==> config.mk <==
export PLATFORM = sky130hd
export DESIGN_NAME = debouncer
export DESIGN_NICKNAME = d
export VERILOG_FILES = /design/src/rtl/debouncer_pkg.sv /design/src/rtl/debouncer_sample_pulse_gen.sv /design/src/rtl/debouncer.sv
export SDC_FILE = /design/constraint.sdc
export NUM_CORES = 1
export LEC_CHECK = 0
export CORE_MARGIN = 2
export CORE_UTILIZATION = 59
export CTS_CLUSTER_SIZE = 24
export DETAILED_ROUTE_END_ITERATION = 10
export PLACE_DENSITY_LB_ADDON = 0.2
export SYNTH_ARGS = -nofsm -noshare
export SYNTH_HDL_FRONTEND = slang
export SYNTH_SLANG_ARGS = --single-unit
==> constraint.sdc <==
create_clock -name clk -period 2.1 [get_ports clk]
set_input_delay 0.315 -clock clk [delete_from_list [all_inputs] [get_ports clk]]
set_output_delay 0.315 -clock clk [all_outputs]
set_load 0.02 [all_outputs]
==> src/rtl/debouncer_pkg.sv <==
// Shared defaults and counter-width helper for the debouncer slice.
// The optional rising-edge output of the top is controlled by DEBOUNCER_EDGE_EN.
package debouncer_pkg;

  // 0.5 ms sample period at 125 MHz, 100 ms total qualification time
  localparam int unsigned DEFAULT_SAMPLE_CNT_MAX = 62500;
  localparam int unsigned DEFAULT_PULSE_CNT_MAX  = 200;

  function automatic int unsigned cnt_width(input int unsigned max_val);
    return (max_val < 1) ? 1 : $clog2(max_val + 1);
  endfunction

endpackage

==> src/rtl/debouncer_sample_pulse_gen.sv <==
// Free-running wrap counter producing one-cycle sample strobes every MAX+1 clocks.
// The strobe is a combinational compare on the counter register.
module sample_pulse_gen
  import debouncer_pkg::*;
#(
  parameter int unsigned MAX = DEFAULT_SAMPLE_CNT_MAX
) (
  input  logic clk,
  input  logic rst_n,
  output logic pulse
);

  localparam int unsigned W = cnt_width(MAX);
  localparam logic [W-1:0] MAX_V = W'(MAX);

  logic [W-1:0] cnt_q;
  logic [W-1:0] cnt_d;

  always_comb begin
    cnt_d = cnt_q + W'(1);
    if (cnt_q == MAX_V) cnt_d = '0;
  end

  always_ff @(posedge clk or negedge rst_n) begin
    if (!rst_n) cnt_q <= '0;
    else        cnt_q <= cnt_d;
  end

  assign pulse = (cnt_q == MAX_V);

endmodule

==> src/rtl/debouncer.sv <==
// Per-line debouncer: a bit asserts after PULSE_CNT_MAX consecutive high samples.
// Define DEBOUNCER_EDGE_EN to enable the rising_pulse output; otherwise it is tied low.
module debouncer
  import debouncer_pkg::*;
#(
  parameter int unsigned WIDTH          = 1,
  parameter int unsigned SAMPLE_CNT_MAX = DEFAULT_SAMPLE_CNT_MAX,
  parameter int unsigned PULSE_CNT_MAX  = DEFAULT_PULSE_CNT_MAX
) (
  input  logic             clk,
  input  logic             rst_n,
  input  logic [WIDTH-1:0] glitchy_signal,
  output logic [WIDTH-1:0] debounced_signal,
  output logic [WIDTH-1:0] rising_pulse
);

  localparam int unsigned SW = cnt_width(PULSE_CNT_MAX);
  localparam logic [SW-1:0] PULSE_MAX_V = SW'(PULSE_CNT_MAX);

  logic             sample_pulse;
  logic [WIDTH-1:0] debounced;

  sample_pulse_gen #(
    .MAX (SAMPLE_CNT_MAX)
  ) u_sample_pulse_gen (
    .clk   (clk),
    .rst_n (rst_n),
    .pulse (sample_pulse)
  );

  for (genvar i = 0; i < WIDTH; i++) begin : g_bit
    logic [SW-1:0] sat_q;
    logic [SW-1:0] sat_d;

    // A single low sample discards all progress; highs saturate at the threshold
    always_comb begin
      sat_d = sat_q;
      if (sample_pulse) begin
        if (!glitchy_signal[i])       sat_d = '0;
        else if (sat_q < PULSE_MAX_V) sat_d = sat_q + SW'(1);
      end
    end

    always_ff @(posedge clk or negedge rst_n) begin
      if (!rst_n) sat_q <= '0;
      else        sat_q <= sat_d;
    end

    assign debounced[i] = (sat_q == PULSE_MAX_V);
  end

  assign debounced_signal = debounced;

`ifdef DEBOUNCER_EDGE_EN
  logic [WIDTH-1:0] prev_q;
  logic [WIDTH-1:0] prev_d;

  always_comb prev_d = debounced;

  always_ff @(posedge clk or negedge rst_n) begin
    if (!rst_n) prev_q <= '0;
    else        prev_q <= prev_d;
  end

  assign rising_pulse = debounced & ~prev_q;
`else
  assign rising_pulse = {WIDTH{1'b0}};
`endif

endmodule

==> reports/metrics.csv, run 1 <==
metric;value;unit
status;complete, no violations;
grt_start_max_net_pins;25;
r2r_cells;6;
switchingPower;0.1617;mW
root_buffer;clkbuf_4;
yosysWarnings;0;
ir_worst_vdd;505.4;uV
gr-total-overflow;0;
cp.required;1.78;ns
finalMaxSlewViolations;0;
fin_worst_skew;0.01185;ns
slowest_stage;dfrtp_1;
place_congestion;0.8285;
setup_ws;0.2116;ns
grt_pass1_vias;948;
path_cells;inv_1 -> ha_1 -> nand3b_1 -> nor4_1 -> dlygate4sd2_1;
n_antenna_cell;0;
worstSetupStartpointType;flip-flop;
yosysTopAreaCellShare;46.69;%
reg2reg_to;g_bit[0].sat_q[3];
setup-violations-final;0;
synth.yosys.seq_area_share;46.69;%
syn-instance-count;127;
drive_above_1_share;9.023;%
dp_slack;0.2581;ns
clkPwrFrac;40.7;%
fin_crit;1.888;ns
drtIter0Drc;25;
dr.pass1.iters;4;
portBuffers;3;
cellInternalPower;0.6642;mW
final_cells;160;
core_area;2002;um^2
clk_pin_slew;0.14;ns
maxCapViolCount;0;
ys_seq_elements;24;
wirelength;2355;um
combPwrFrac;3.0;%
clk_path_buf_depth;2;
powerDensity;591.5;nW/um^2
cts_sinks;24;
path_class;reg2out;
grt_pass1_wl;4202;um
ys_types;31;
final_hold_viol_count;0;
synth_edf_count;0;
critPathArrivalTime;1.57;ns
fin_nets;141;
viasPerCell;6.069;
die_w;50.69;um
async_reset_ff_share;100.0;%
dp_hpwl;1738;um
netlist_area;1286;um^2
hold_buffers;0;
crit_fanout;7;
ant_nets;0;
num_rows;16;
yosys.area.top_type;dfrtp_1;
r2r_start;u_sample_pulse_gen.cnt_q[0];
fin_crit_sh;89.93;%
fp.dieH;50.69;um
numCtsBuffers;3;
grt_usage;21.56;%
cp-end-kind;output pin;
synth.avg_cell_area;10.13;um^2
wl_per_cell;14.72;um
start_util;64.25;%
area_delta_synth_final;8.560;%
cts_tree;done;
tns;0;ns
cts_setup_buffers;0;
synthFlopType;dfrtp_1;
drc_errors;0;
post-place-cells;156;
cts_resized;1;
hold_class;in2async;
slowest_delay;0.47;ns
finalPower;0.8259;mW
max_freq;529.5;MHz
die-area;2569;um^2
postLayoutCoreUtil;69.75;%
antenna_found_initial;0;
r2r_setup_slack;0.36;ns
clock_latency;0.32;ns
vias;971;
syn_nets;134;
switching_share;19.58;%
yosys.cell_count.top_type;dfrtp_1;
p_leak;0.6201;nW
synth_top_cells_by_area;dfrtp_1 47%, xnor2_1 6.8%, ha_1 3.9%;
synth_commonest_cells;24 x dfrtp_1, 12 x nor2_1, 10 x nand3_1, 10 x xnor2_1, 7 x inv_1;
rsz0062_at_grt;no;
htreeDepth;1;
pin_count;5;
seqPwrFrac;56.3;%
[critical path, delay by kind of cell (launching register included)]
family / cells / cell delay (ns)
adders and majority gates: 1 / 0.14
buffers and inverters: 2 / 0.44
DFF: 1 / 0.47
and+or+nand+nor: 2 / 0.21
[flip-flops by register name, summed over array words and instances, names as in the netlist]
signal / count
g_bit.sat_q: 8
u_sample_pulse_gen.cnt_q: 16
[layer usage]
| layer | global-route usage [%] | wire length (um) | up-vias | share of wire [%] |
|---|---|---|---|---|
| met2 | 35.96 | 1059 | 17 | 45 |
| met5 | 0 | 0 | - | 0 |
| met1 | 28.49 | 1179 | 475 | 50 |
| li1 | - | - | 475 | - |
| met3 | 3.869 | 77 | 4 | 3.3 |
| met4 | 6.757 | 39 | 0 | 1.7 |
[cells by family after synthesis]
family | Yosys count | synth area share, %
AND/OR/NAND/NOR | 52 | 24.32
flip-flops | 24 | 46.69
AO/OA/AOI/OAI | 22 | 11.67
XOR/XNOR | 14 | 9.532
buffers and inverters | 10 | 3.599
adder cells (fa/ha/maj) | 4 | 3.891
other | 1 | 0.2915
[layout by cell type, fill, tap and decap left out, types with 2 or more instances in the layout]
cell type,n
and3_1,5
ha_1,4
o31ai_2,2
nand3_1,10
o21ai_1,6
a41oi_1,2
clkdlybuf4s50_1,2
nand2_1,5
nor3_1,2
inv_1,7
clkbuf_4,3
and4bb_1,2
and4_1,2
nor2_1,12
nor4_1,5
a21oi_1,4
nand4_1,3
o21ai_0,4
xor2_1,4
dfrtp_1,24
buf_4,2
xnor2_1,10
a31oi_1,2
[cell type report]
type	count	area, um^2
Fill cell	170	605.6
Timing Repair Buffer	5	43.79
Tap cell	27	33.78
Clock buffer	3	22.52
Sequential cell	24	600.6
Clock inverter	1	30.03
Inverter	7	26.28
Multi-Input combinational cell	93	639.4
[power groups by stage]
stage	Sequential, mW	Combinational (mW)	Clock, mW
6_report	0.465	0.0251	0.336
3_3_place_gp	0.474	0.0251	0
3_5_place_dp	0.474	0.0259	0
2_1_floorplan	0.473	0.0105	0
5_1_grt	0.465	0.0288	0.361
4_1_cts	0.465	0.0259	0.341
[worst max path at each step]
stage                                  from  slack (ns)                to
after floorplan           g_bit[0].sat_q[0]        0.49  debounced_signal
after global placement    g_bit[0].sat_q[0]        0.31  debounced_signal
after detailed placement  g_bit[0].sat_q[0]        0.26  debounced_signal
after CTS                 g_bit[0].sat_q[0]        0.18  debounced_signal
after global routing      g_bit[0].sat_q[0]         0.1  debounced_signal
final                     g_bit[0].sat_q[0]        0.21  debounced_signal
[stage by stage]
stage,area [um^2],hold WS [ns]
after floorplan,1286,0.01941
after global placement,1345,0.5203
after detailed placement,1345,0.5363
after CTS,1396,0.3340
after global routing,1396,0.3540
final,1396,0.3236
(Power assumes the default switching activity.)
==> run 2, diff against run 1 <==
- CORE_UTILIZATION: 59 -> 63
- clock period: 2.1 -> 2.4 ns (I/O delays scaled with it)
==> run 2 against run 1 <==
Clock power decreased by 39%. Non-clock buffer count unchanged. Setup slack got worse by 0.036 ns. Final cell count unchanged. First-iteration DRC count increased by 48%. Total power decreased by 23%. Clock skew decreased by 0.0067 ns. Die area decreased by 5.9%. Cell area decreased by 1.1%. Critical path type unchanged. Largest power group unchanged.
==> reports/metrics.csv, run 2 (same netlist as run 1, synthesis figures left out) <==
metric;value;unit
dr.pass1.iters;5;
area_delta_synth_final;7.393;%
die_w;49.19;um
path_class;reg2out;
drc_errors;0;
critPathArrivalTime;1.86;ns
grt_pass1_wl;4146;um
met1_usage;27.81;%
r2r_start;u_sample_pulse_gen.cnt_q[0];
core_area;1942;um^2
fp.dieH;49.19;um
cp-end-kind;output pin;
reg2reg_to;g_bit[0].sat_q[5];
crit_fanout;7;
max_freq;449.5;MHz
root_buffer;clkbuf_4;
grt_start_max_net_pins;25;
cts_sinks;24;
clock_latency;0.30;ns
start_util;66.24;%
dp_slack;0.5367;ns
ir_worst_vdd;394.6;uV
maxCapViolCount;0;
cp.required;2.04;ns
vias;958;
r2r_setup_slack;0.64;ns
ant_nets;0;
setup-violations-final;0;
cts_setup_buffers;0;
final_common_cell;dfrtp_1;
n_antenna_cell;0;
final_cells;160;
place_congestion;0.8000;
status;complete, no violations;
final_hold_viol_count;0;
nFillCells;152;
drive_above_1_share;9.023;%
gr-total-overflow;0;
finalPower;0.6323;mW
grt_util_met2;40.09;%
fin_nets;141;
finalMaxSlewViolations;0;
use_met3;2.761;%
largest_register_ffs;16;
worstSetupStartpointType;flip-flop;
fin_crit;2.225;ns
hold_class;in2async;
cts_tree;done;
pin_count;5;
htreeDepth;1;
postLayoutCoreUtil;71.13;%
viasPerCell;5.988;
wl_per_cell;14.70;um
numCtsBuffers;3;
clk_path_buf_depth;2;
drtIter0Drc;37;
powerDensity;457.8;nW/um^2
post-place-cells;156;
clk_pin_slew;0.12;ns
rsz0062_at_grt;no;
fin_crit_sh;92.70;%
wirelength;2352;um
final-seq-area;600.6;um^2
die-area;2419;um^2
portBuffers;3;
num_rows;16;
tns;0;ns
setup_ws;0.1752;ns
multi_input_area;639.4;um^2
antenna_found_initial;0;
reg_top3;u_sample_pulse_gen.cnt_q x16, g_bit.sat_q x8;
regMostFlops;u_sample_pulse_gen.cnt_q;
layout_common_cells;24 x dfrtp_1, 12 x nor2_1, 10 x nand3_1, 10 x xnor2_1, 7 x inv_1;
hold_buffers;0;
cts_resized;0;
grt_pass1_vias;946;
r2r_cells;5;
dp_hpwl;1710;um
grt_usage;22.17;%
grt.busiest_layer;met2;
p_leak;0.6082;nW
fin_worst_skew;0.005190;ns
## run 2: cell count changes in the layout (fill, tap and decap cells not counted)
cell and delta:
clkdlybuf4s50_1 +1, clkbuf_8 +1, bufinv_16 -1, dlygate4sd2_1 -1
## run 2: how the worst max path moves through the flow
| stage | startpoint | to | slack (ns) | cells after the start |
|---|---|---|---|---|
| finish | g_bit[0].sat_q[0] | debounced_signal | 0.18 | 5 |
| global route | g_bit[0].sat_q[0] | debounced_signal | 0.03 | 5 |
| CTS | g_bit[0].sat_q[0] | debounced_signal | 0.18 | 5 |
| detailed placement | g_bit[0].sat_q[0] | debounced_signal | 0.54 | 5 |
| global placement | g_bit[0].sat_q[0] | debounced_signal | 0.57 | 5 |
| floorplan | g_bit[0].sat_q[0] | debounced_signal | 0.74 | 4 |
## run 2: power breakdown
part	switching (mW)	internal, mW	total, mW
combinational	0.0151	0.00700	0.0221
sequential	0.00154	0.405	0.407
clock	0.111	0.0926	0.204
total	0.128	0.505	0.632
## run 2: layer usage
layer,up-vias,share of wire [%]
met5,-,0
met1,464,45
li1,466,-
met2,24,51
met4,0,0.98
met3,4,2.7
## run 2: worst max-delay path, stage by stage (launching register included)
cell and delay [ns]:
dfrtp_1 0.46, inv_1 0.08, ha_1 0.14, nand3b_1 0.07, nor4_1 0.17, clkdlybuf4s50_1 0.64
## run 2: final cells by class
cell class	count	share of cell area (%)
repair buffers	5	3.261
clock buffers	4	2.627
flip-flops and latches	24	43.48
multi-input cells	93	46.29
well taps	27	2.446
inverters	7	1.902
## run 2: metrics by stage
stage / hold slack (ns) / cell area, um^2
floorplan: 0.06441 / 1286
finish: 0.3913 / 1381
global route: 0.4114 / 1381
detailed placement: 0.5323 / 1345
global placement: 0.5217 / 1345
CTS: 0.3938 / 1381
